<file path="src/rtl/mac_engine.sv">
// rtl/mac_engine.sv - two-lane pixel x weight MAC engine producing saturated neuron results
// Optional feature: define MAC_RELU_EN to store negative saturated results as zero.
module mac_engine #(
    parameter int NUM_OUTPUTS      = 10,
    parameter int WORDS_PER_OUTPUT = 392,
    parameter int RESULT_W         = 17
) (
    input  logic                clk,
    input  logic                rst,
    input  logic                start_calc,
    input  logic                clear_data,
    output logic [9:0]          pixel_raddr,
    input  logic [31:0]         pixel_rdata,
    output logic [11:0]         weight_raddr,
    input  logic [31:0]         weight_rdata,
    input  logic [3:0]          output_address,
    output logic [RESULT_W-1:0] result_output,
    output logic                done_calc,
    output logic                overflow,
    output logic                busy
);

    localparam logic [1:0] S_IDLE  = 2'd0;
    localparam logic [1:0] S_RUN   = 2'd1;
    localparam logic [1:0] S_DRAIN = 2'd2;
    localparam logic [1:0] S_DONE  = 2'd3;

    localparam logic [8:0] K_LAST = 9'(WORDS_PER_OUTPUT - 1);
    localparam logic [3:0] N_LAST = 4'(NUM_OUTPUTS - 1);

    localparam logic signed [31:0] RES_MAX = (32'sd1 <<< (RESULT_W - 1)) - 32'sd1;
    localparam logic signed [31:0] RES_MIN = -(32'sd1 <<< (RESULT_W - 1));

    logic [1:0]  state_q, state_d;
    logic [3:0]  n_q, n_d;
    logic [8:0]  k_q, k_d;
    logic [8:0]  k_next;
    logic [9:0]  pixel_raddr_q, pixel_raddr_d;
    logic [11:0] weight_raddr_q, weight_raddr_d;
    logic        s2_valid_q, s2_valid_d;
    logic [3:0]  s2_n_q, s2_n_d;
    logic [8:0]  s2_k_q, s2_k_d;
    logic signed [31:0] acc_q, acc_d;
    logic [RESULT_W-1:0] result_q [NUM_OUTPUTS];
    logic [RESULT_W-1:0] result_d [NUM_OUTPUTS];
    logic        done_q, done_d;
    logic        overflow_q, overflow_d;

    logic [7:0]          pix_a, pix_b;
    logic signed [24:0]  pa_ext, pb_ext, wa_ext, wb_ext;
    logic signed [24:0]  prod_a, prod_b;
    logic signed [25:0]  sum;
    logic signed [31:0]  base;
    logic signed [32:0]  acc_wide;
    logic signed [31:0]  acc_sat;
    logic [RESULT_W-1:0] res_val;
    logic [RESULT_W-1:0] res_store;
    logic                res_clamped;

    // Data on pixel_rdata/weight_rdata belongs to the element held in stage 2.
    always_comb begin
        pix_a  = s2_k_q[0] ? pixel_rdata[23:16] : pixel_rdata[7:0];
        pix_b  = s2_k_q[0] ? pixel_rdata[31:24] : pixel_rdata[15:8];
        pa_ext = {17'b0, pix_a};
        pb_ext = {17'b0, pix_b};
        wa_ext = {{9{weight_rdata[15]}}, weight_rdata[15:0]};
        wb_ext = {{9{weight_rdata[31]}}, weight_rdata[31:16]};
        prod_a = pa_ext * wa_ext;
        prod_b = pb_ext * wb_ext;
        sum    = {prod_a[24], prod_a} + {prod_b[24], prod_b};
        base   = (s2_k_q == 9'd0) ? 32'sd0 : acc_q;
        acc_wide = {base[31], base} + {{7{sum[25]}}, sum};
        // The accumulator saturates so very large runs keep their sign for the final clamp.
        if (acc_wide[32] != acc_wide[31]) begin
            acc_sat = acc_wide[32] ? 32'sh8000_0000 : 32'sh7FFF_FFFF;
        end else begin
            acc_sat = acc_wide[31:0];
        end
        res_clamped = 1'b0;
        if (acc_sat > RES_MAX) begin
            res_val     = RES_MAX[RESULT_W-1:0];
            res_clamped = 1'b1;
        end else if (acc_sat < RES_MIN) begin
            res_val     = RES_MIN[RESULT_W-1:0];
            res_clamped = 1'b1;
        end else begin
            res_val = acc_sat[RESULT_W-1:0];
        end
`ifdef MAC_RELU_EN
        res_store = res_val[RESULT_W-1] ? '0 : res_val;
`else
        res_store = res_val;
`endif
    end

    always_comb begin
        state_d        = state_q;
        n_d            = n_q;
        k_d            = k_q;
        k_next         = '0;
        pixel_raddr_d  = pixel_raddr_q;
        weight_raddr_d = weight_raddr_q;
        s2_valid_d     = 1'b0;
        s2_n_d         = s2_n_q;
        s2_k_d         = s2_k_q;
        acc_d          = acc_q;
        result_d       = result_q;
        done_d         = done_q;
        overflow_d     = overflow_q;

        if (s2_valid_q) begin
            acc_d = acc_sat;
            if (s2_k_q == K_LAST) begin
                for (int i = 0; i < NUM_OUTPUTS; i++) begin
                    if (s2_n_q == 4'(i)) begin
                        result_d[i] = res_store;
                    end
                end
                if (res_clamped) begin
                    overflow_d = 1'b1;
                end
            end
        end

        case (state_q)
            S_IDLE, S_DONE: begin
                if (start_calc) begin
                    state_d        = S_RUN;
                    n_d            = '0;
                    k_d            = '0;
                    pixel_raddr_d  = '0;
                    weight_raddr_d = '0;
                    overflow_d     = 1'b0;
                    done_d         = 1'b0;
                end
            end
            S_RUN: begin
                // The address pair on the bus is always the element (n_q, k_q).
                s2_valid_d = 1'b1;
                s2_n_d     = n_q;
                s2_k_d     = k_q;
                if ((k_q == K_LAST) && (n_q == N_LAST)) begin
                    state_d = S_DRAIN;
                end else begin
                    if (k_q == K_LAST) begin
                        k_next = '0;
                        n_d    = n_q + 4'd1;
                    end else begin
                        k_next = k_q + 9'd1;
                    end
                    k_d            = k_next;
                    pixel_raddr_d  = {2'b00, k_next[8:1]};
                    weight_raddr_d = weight_raddr_q + 12'd1;
                end
            end
            S_DRAIN: begin
                if (s2_valid_q) begin
                    state_d = S_DONE;
                    done_d  = 1'b1;
                end
            end
            default: state_d = S_IDLE;
        endcase

        if (clear_data) begin
            state_d    = S_IDLE;
            s2_valid_d = 1'b0;
            done_d     = 1'b0;
            overflow_d = 1'b0;
            for (int i = 0; i < NUM_OUTPUTS; i++) begin
                result_d[i] = '0;
            end
        end
    end

    always_ff @(posedge clk or posedge rst) begin
        if (rst) begin
            state_q        <= S_IDLE;
            n_q            <= '0;
            k_q            <= '0;
            pixel_raddr_q  <= '0;
            weight_raddr_q <= '0;
            s2_valid_q     <= 1'b0;
            s2_n_q         <= '0;
            s2_k_q         <= '0;
            acc_q          <= '0;
            done_q         <= 1'b0;
            overflow_q     <= 1'b0;
            for (int i = 0; i < NUM_OUTPUTS; i++) begin
                result_q[i] <= '0;
            end
        end else begin
            state_q        <= state_d;
            n_q            <= n_d;
            k_q            <= k_d;
            pixel_raddr_q  <= pixel_raddr_d;
            weight_raddr_q <= weight_raddr_d;
            s2_valid_q     <= s2_valid_d;
            s2_n_q         <= s2_n_d;
            s2_k_q         <= s2_k_d;
            acc_q          <= acc_d;
            done_q         <= done_d;
            overflow_q     <= overflow_d;
            for (int i = 0; i < NUM_OUTPUTS; i++) begin
                result_q[i] <= result_d[i];
            end
        end
    end

    always_comb begin
        result_output = '0;
        for (int i = 0; i < NUM_OUTPUTS; i++) begin
            if (output_address == 4'(i)) begin
                result_output = result_q[i];
            end
        end
    end

    assign pixel_raddr  = pixel_raddr_q;
    assign weight_raddr = weight_raddr_q;
    assign done_calc    = done_q;
    assign overflow     = overflow_q;
    assign busy         = (state_q == S_RUN) || (state_q == S_DRAIN);

endmodule
</file>
<file path="config.mk">
export PLATFORM = sky130hd
export DESIGN_NAME = mac_engine
export DESIGN_NICKNAME = d
export VERILOG_FILES = /design/src/rtl/mac_engine.sv
export SDC_FILE = /design/constraint.sdc
export NUM_CORES = 1
export LEC_CHECK = 0
export ABC_AREA = 0
export CORE_UTILIZATION = 55
export CTS_CLUSTER_SIZE = 16
export DETAILED_ROUTE_END_ITERATION = 10
export GPL_TIMING_DRIVEN = 0
export MAX_ROUTING_LAYER = met4
export PLACE_DENSITY = 0.78
export SYNTH_ARGS = -nofsm -noshare
export SYNTH_HDL_FRONTEND = slang
export SYNTH_SLANG_ARGS = --single-unit
</file>
<file path="constraint.sdc">
create_clock -name clk -period 12.9 [get_ports clk]
set_input_delay 3.225 -clock clk [delete_from_list [all_inputs] [get_ports clk]]
set_output_delay 3.225 -clock clk [all_outputs]
set_load 0.05 [all_outputs]
</file>
==> summary.txt <==
Outcome
  • Status: complete, no violations

Floorplanning
  • Cell Rows: 74
  • Initial Util: 56.3%
  • Die area: 43100 sq um
  • Placeable Area: 41300 sq um
  • Die X: 208 microns
  • Die Ht: 208 microns
  • Ports: 114

Critical path
  • Crit start category: input port
  • R2R Setup Slk: 2.05 ns
  • Crit path DAT: 12.88 ns
  • Worst Setup End Kind: register
  • CP required: 13.37 ns
  • Worst r2r src: s2_k_q[0]
  • Crit path kind: input port to register
  • Critical path fanouts, max: 10
  • Reg-to-reg endpoint: result_q[45]
  • Reg2reg path depth: 27

Worst hold path
  • Hold EP: acc_q[0]
  • Worst min-delay path class: register to register
  • Min-delay src: acc_q[0]
  • Hold path depth: 1

Cells and area
  • Fin nets: 3032
  • Share of post-route cells with drive strength above 1: 5.03%
  • Total inserted antenna cells: 0
  • Fillers: 3415
  • P&R area growth vs syn: 11.3%
  • Post-layout util: 62.6%

STA
  • Final setup fails: 0
  • Post-route setup TNS: 0 ns
  • Final WS setup: 0.486 ns
  • Final slew viol count: 0
  • Final Hold Slack: 0.474 ns
  • Worst slew margin: 12.4%
  • Fmax achieved: 0.0806 GHz
  • Worst-margin pin slew: 1.30 ns
  • Setup Skew: 0.0246 ns
  • Fin crit period: 12.41 ns
  • Final Hold Viols: 0
  • Fin crit share: 96.2%
  • RSZ-0062 raised after global routing: false

Clock network
  • Worst-skew pair later-pin latency: 0.55 ns
  • CTS Hold Bufs: 0
  • H-tree Lvls: 1
  • Deepest clock path buffer count: 3
  • Clock-pin slew on the worst setup and hold paths: 0.06 ns
  • Inserted Clock Buffers: 25
  • Clock sink count: 245
  • Root Driver: clkbuf_16
  • Setup bufs post-CTS: 0
  • CTS tree: yes

Global route
  • Largest net degree at the start of global routing: 134
  • Initial antenna violation count: 0
  • Vias in the first global route: 19000
  • Tot GR Track Use: 30.7%
  • First-pass GRT wire length: 102 mm
  • Gr ovfl total: 0

Drt
  • Total Wirelength: 62.2 mm
  • Drt wl/cell: 20.1 microns
  • First DRT Iteration DRCs: 1735
  • Antenna-violating nets left: 0
  • Vias per cell: 5.93
  • Via count: 18400
  • DRT Pass-1 Iters: 8
  • # DRC: 0

Logic synthesis
  • Synthesized instance count: 2408
  • Main flop type after synthesis: dfrtp_1
  • Avg Cell Area, Syn: 9.65 sq um
  • Sequential share of the synthesized area: 26.4%
  • EDFF count, synth: 0
  • Area of the mapped netlist: 23200 sq um
  • Synthesized flop and latch total: 245
  • Async set or reset register ratio after synthesis: 100%
  • Yosys warns: 0
  • Cell variety after synth: 77

Placement
  • Routability cong.: 0.966
  • Post-detail-place hpwl: 50.4 mm
  • IO Port Bufs: 109
  • Pre-CTS setup slack: 0.0643 ns

Run
  • Maxcap violations: 0
worst max-delay path by stage:
stage               cells past startpoint  slack (ns)            start       endpoint
floorplan                              23        2.23  pixel_rdata[18]  result_q[129]
finish                                 27        0.49  pixel_rdata[16]   result_q[45]
global placement                       26        0.20  pixel_rdata[16]   result_q[44]
detailed placement                     25        0.06  pixel_rdata[18]   result_q[47]
CTS                                    25        0.56  pixel_rdata[18]   result_q[45]
global route                           25         0.1  pixel_rdata[18]   result_q[45]
cells by family (layout without fill, tap and decap cells):
family / Yosys count / after routing / synth area share (%)
AO/OA/AOI/OAI: 459 / 459 / 14.6
XOR/XNOR: 41 / 41 / 1.55
adder cells (fa/ha/maj): 415 / 415 / 32.0
buffers and inverters: 526 / 681 / 8.75
flip-flops: 245 / 245 / 26.4
multiplexers: 39 / 39 / 1.85
other: 1 / 2 / 0.0161
AND/OR/NAND/NOR: 682 / 682 / 14.9
synthesized netlist by cell type (6+ instances only):
master | n | share of area [%]
o21ai_0 | 65 | 1.4
nor3_1 | 28 | 0.60
or2_2 | 6 | 0.16
nand2b_1 | 14 | 0.38
a211oi_1 | 19 | 0.61
and2_1 | 81 | 2.2
buf_2 | 12 | 0.26
a21oi_1 | 63 | 1.4
xnor2_1 | 11 | 0.41
xor2_1 | 30 | 1.1
nand2_2 | 8 | 0.22
fa_1 | 302 | 26
o21a_1 | 12 | 0.39
clkbuf_1 | 83 | 1.3
a21o_1 | 19 | 0.61
ha_1 | 108 | 5.8
a211o_1 | 7 | 0.26
nand3_1 | 30 | 0.65
and3_1 | 13 | 0.35
nor2b_1 | 109 | 2.9
a222oi_1 | 14 | 0.60
nand2_1 | 218 | 3.5
nand4_1 | 33 | 0.89
buf_4 | 12 | 0.39
nor2_1 | 102 | 1.6
mux2i_1 | 7 | 0.30
inv_1 | 412 | 6.7
o211ai_1 | 9 | 0.29
or3_1 | 13 | 0.35
mux2_2 | 32 | 1.6
dfrtp_1 | 245 | 26
a22oi_1 | 50 | 1.6
a221oi_1 | 8 | 0.30
o21ai_1 | 20 | 0.43
a22o_1 | 134 | 5.0
buf_1 | 7 | 0.11
state kept, by name, indices dropped and copies added, names as in the netlist:
register      cells
s2_n_q            4
s2_valid_q        1
result_q        170
acc_q            32
done_calc         1
weight_raddr     12
k_q               8
pixel_raddr       1
s2_k_q            9
n_q               4
overflow          1
state_q           2
layout by cell type, fill, tap and decap left out, types with 28 or more instances in the layout:
| master | n |
|---|---|
| nor2b_1 | 109 |
| nor2_1 | 102 |
| nor3_1 | 28 |
| nand3_1 | 30 |
| clkbuf_1 | 90 |
| clkdlybuf4s50_1 | 109 |
| o21ai_0 | 65 |
| inv_1 | 411 |
| nand4_1 | 33 |
| and2_1 | 81 |
| fa_1 | 302 |
| a22oi_1 | 50 |
| mux2_2 | 32 |
| dfrtp_1 | 245 |
| ha_1 | 108 |
| a22o_1 | 134 |
| xor2_1 | 30 |
| nand2_1 | 218 |
| a21oi_1 | 63 |
worst max-delay path, cell delays in order:
cell             delay, ns
clkdlybuf4s50_1       0.40
mux2i_1               0.77
clkbuf_1              0.43
nor2b_1               0.14
fa_1                  0.51
fa_1                  0.53
inv_1                 0.06
fa_1                  0.54
inv_1                 0.06
fa_1                  0.46
fa_1                  0.49
inv_1                 0.05
fa_1                  0.53
inv_1                 0.04
ha_1                  0.27
buf_2                 0.17
a21oi_1               0.23
o21ai_0               0.16
a221oi_1              0.73
nand3_1               0.27
a21boi_0              0.50
o21ai_0               0.17
nor4_1                0.40
a31oi_1               0.39
buf_2                 0.34
nor3_2                0.73
a22o_1                0.27
per-layer routing:
metal / part of all wire (%) / track usage (%) / vias up
met5: 0 / - / -
met2: 45 / 45.8 / 825
met1: 43 / 42.6 / 9228
li1: - / - / 8167
met4: 3.7 / 10.6 / 0
met3: 8.2 / 5.25 / 143
cell type report:
cell class | count | area [sq um] | area share (%)
inverters | 412 | 1550 | 6.01
well taps | 532 | 666 | 2.57
multi-input cells | 1638 | 15100 | 58.4
flip-flops and latches | 245 | 6130 | 23.7
clock inverters | 4 | 63.8 | 0.247
clock buffers | 37 | 721 | 2.79
plain buffers | 114 | 488 | 1.89
repair buffers | 114 | 1150 | 4.43
what timing repair did:
item,in CTS,in global routing
resized for setup,0,1
endpoints found under the hold margin,0,0
endpoints found under the setup margin,0,17
stage by stage:
step | instance area (sq um) | std cells
floorplan | 23200 | 2409
global placement | 25000 | 3050
detailed placement | 25100 | 3053
CTS | 25800 | 3094
global route | 25900 | 3096
finish | 25900 | 3096
Power is left out: the tool's default activity adds up to more than one toggle a clock period on the data nets, which glitch-free logic cannot reach.
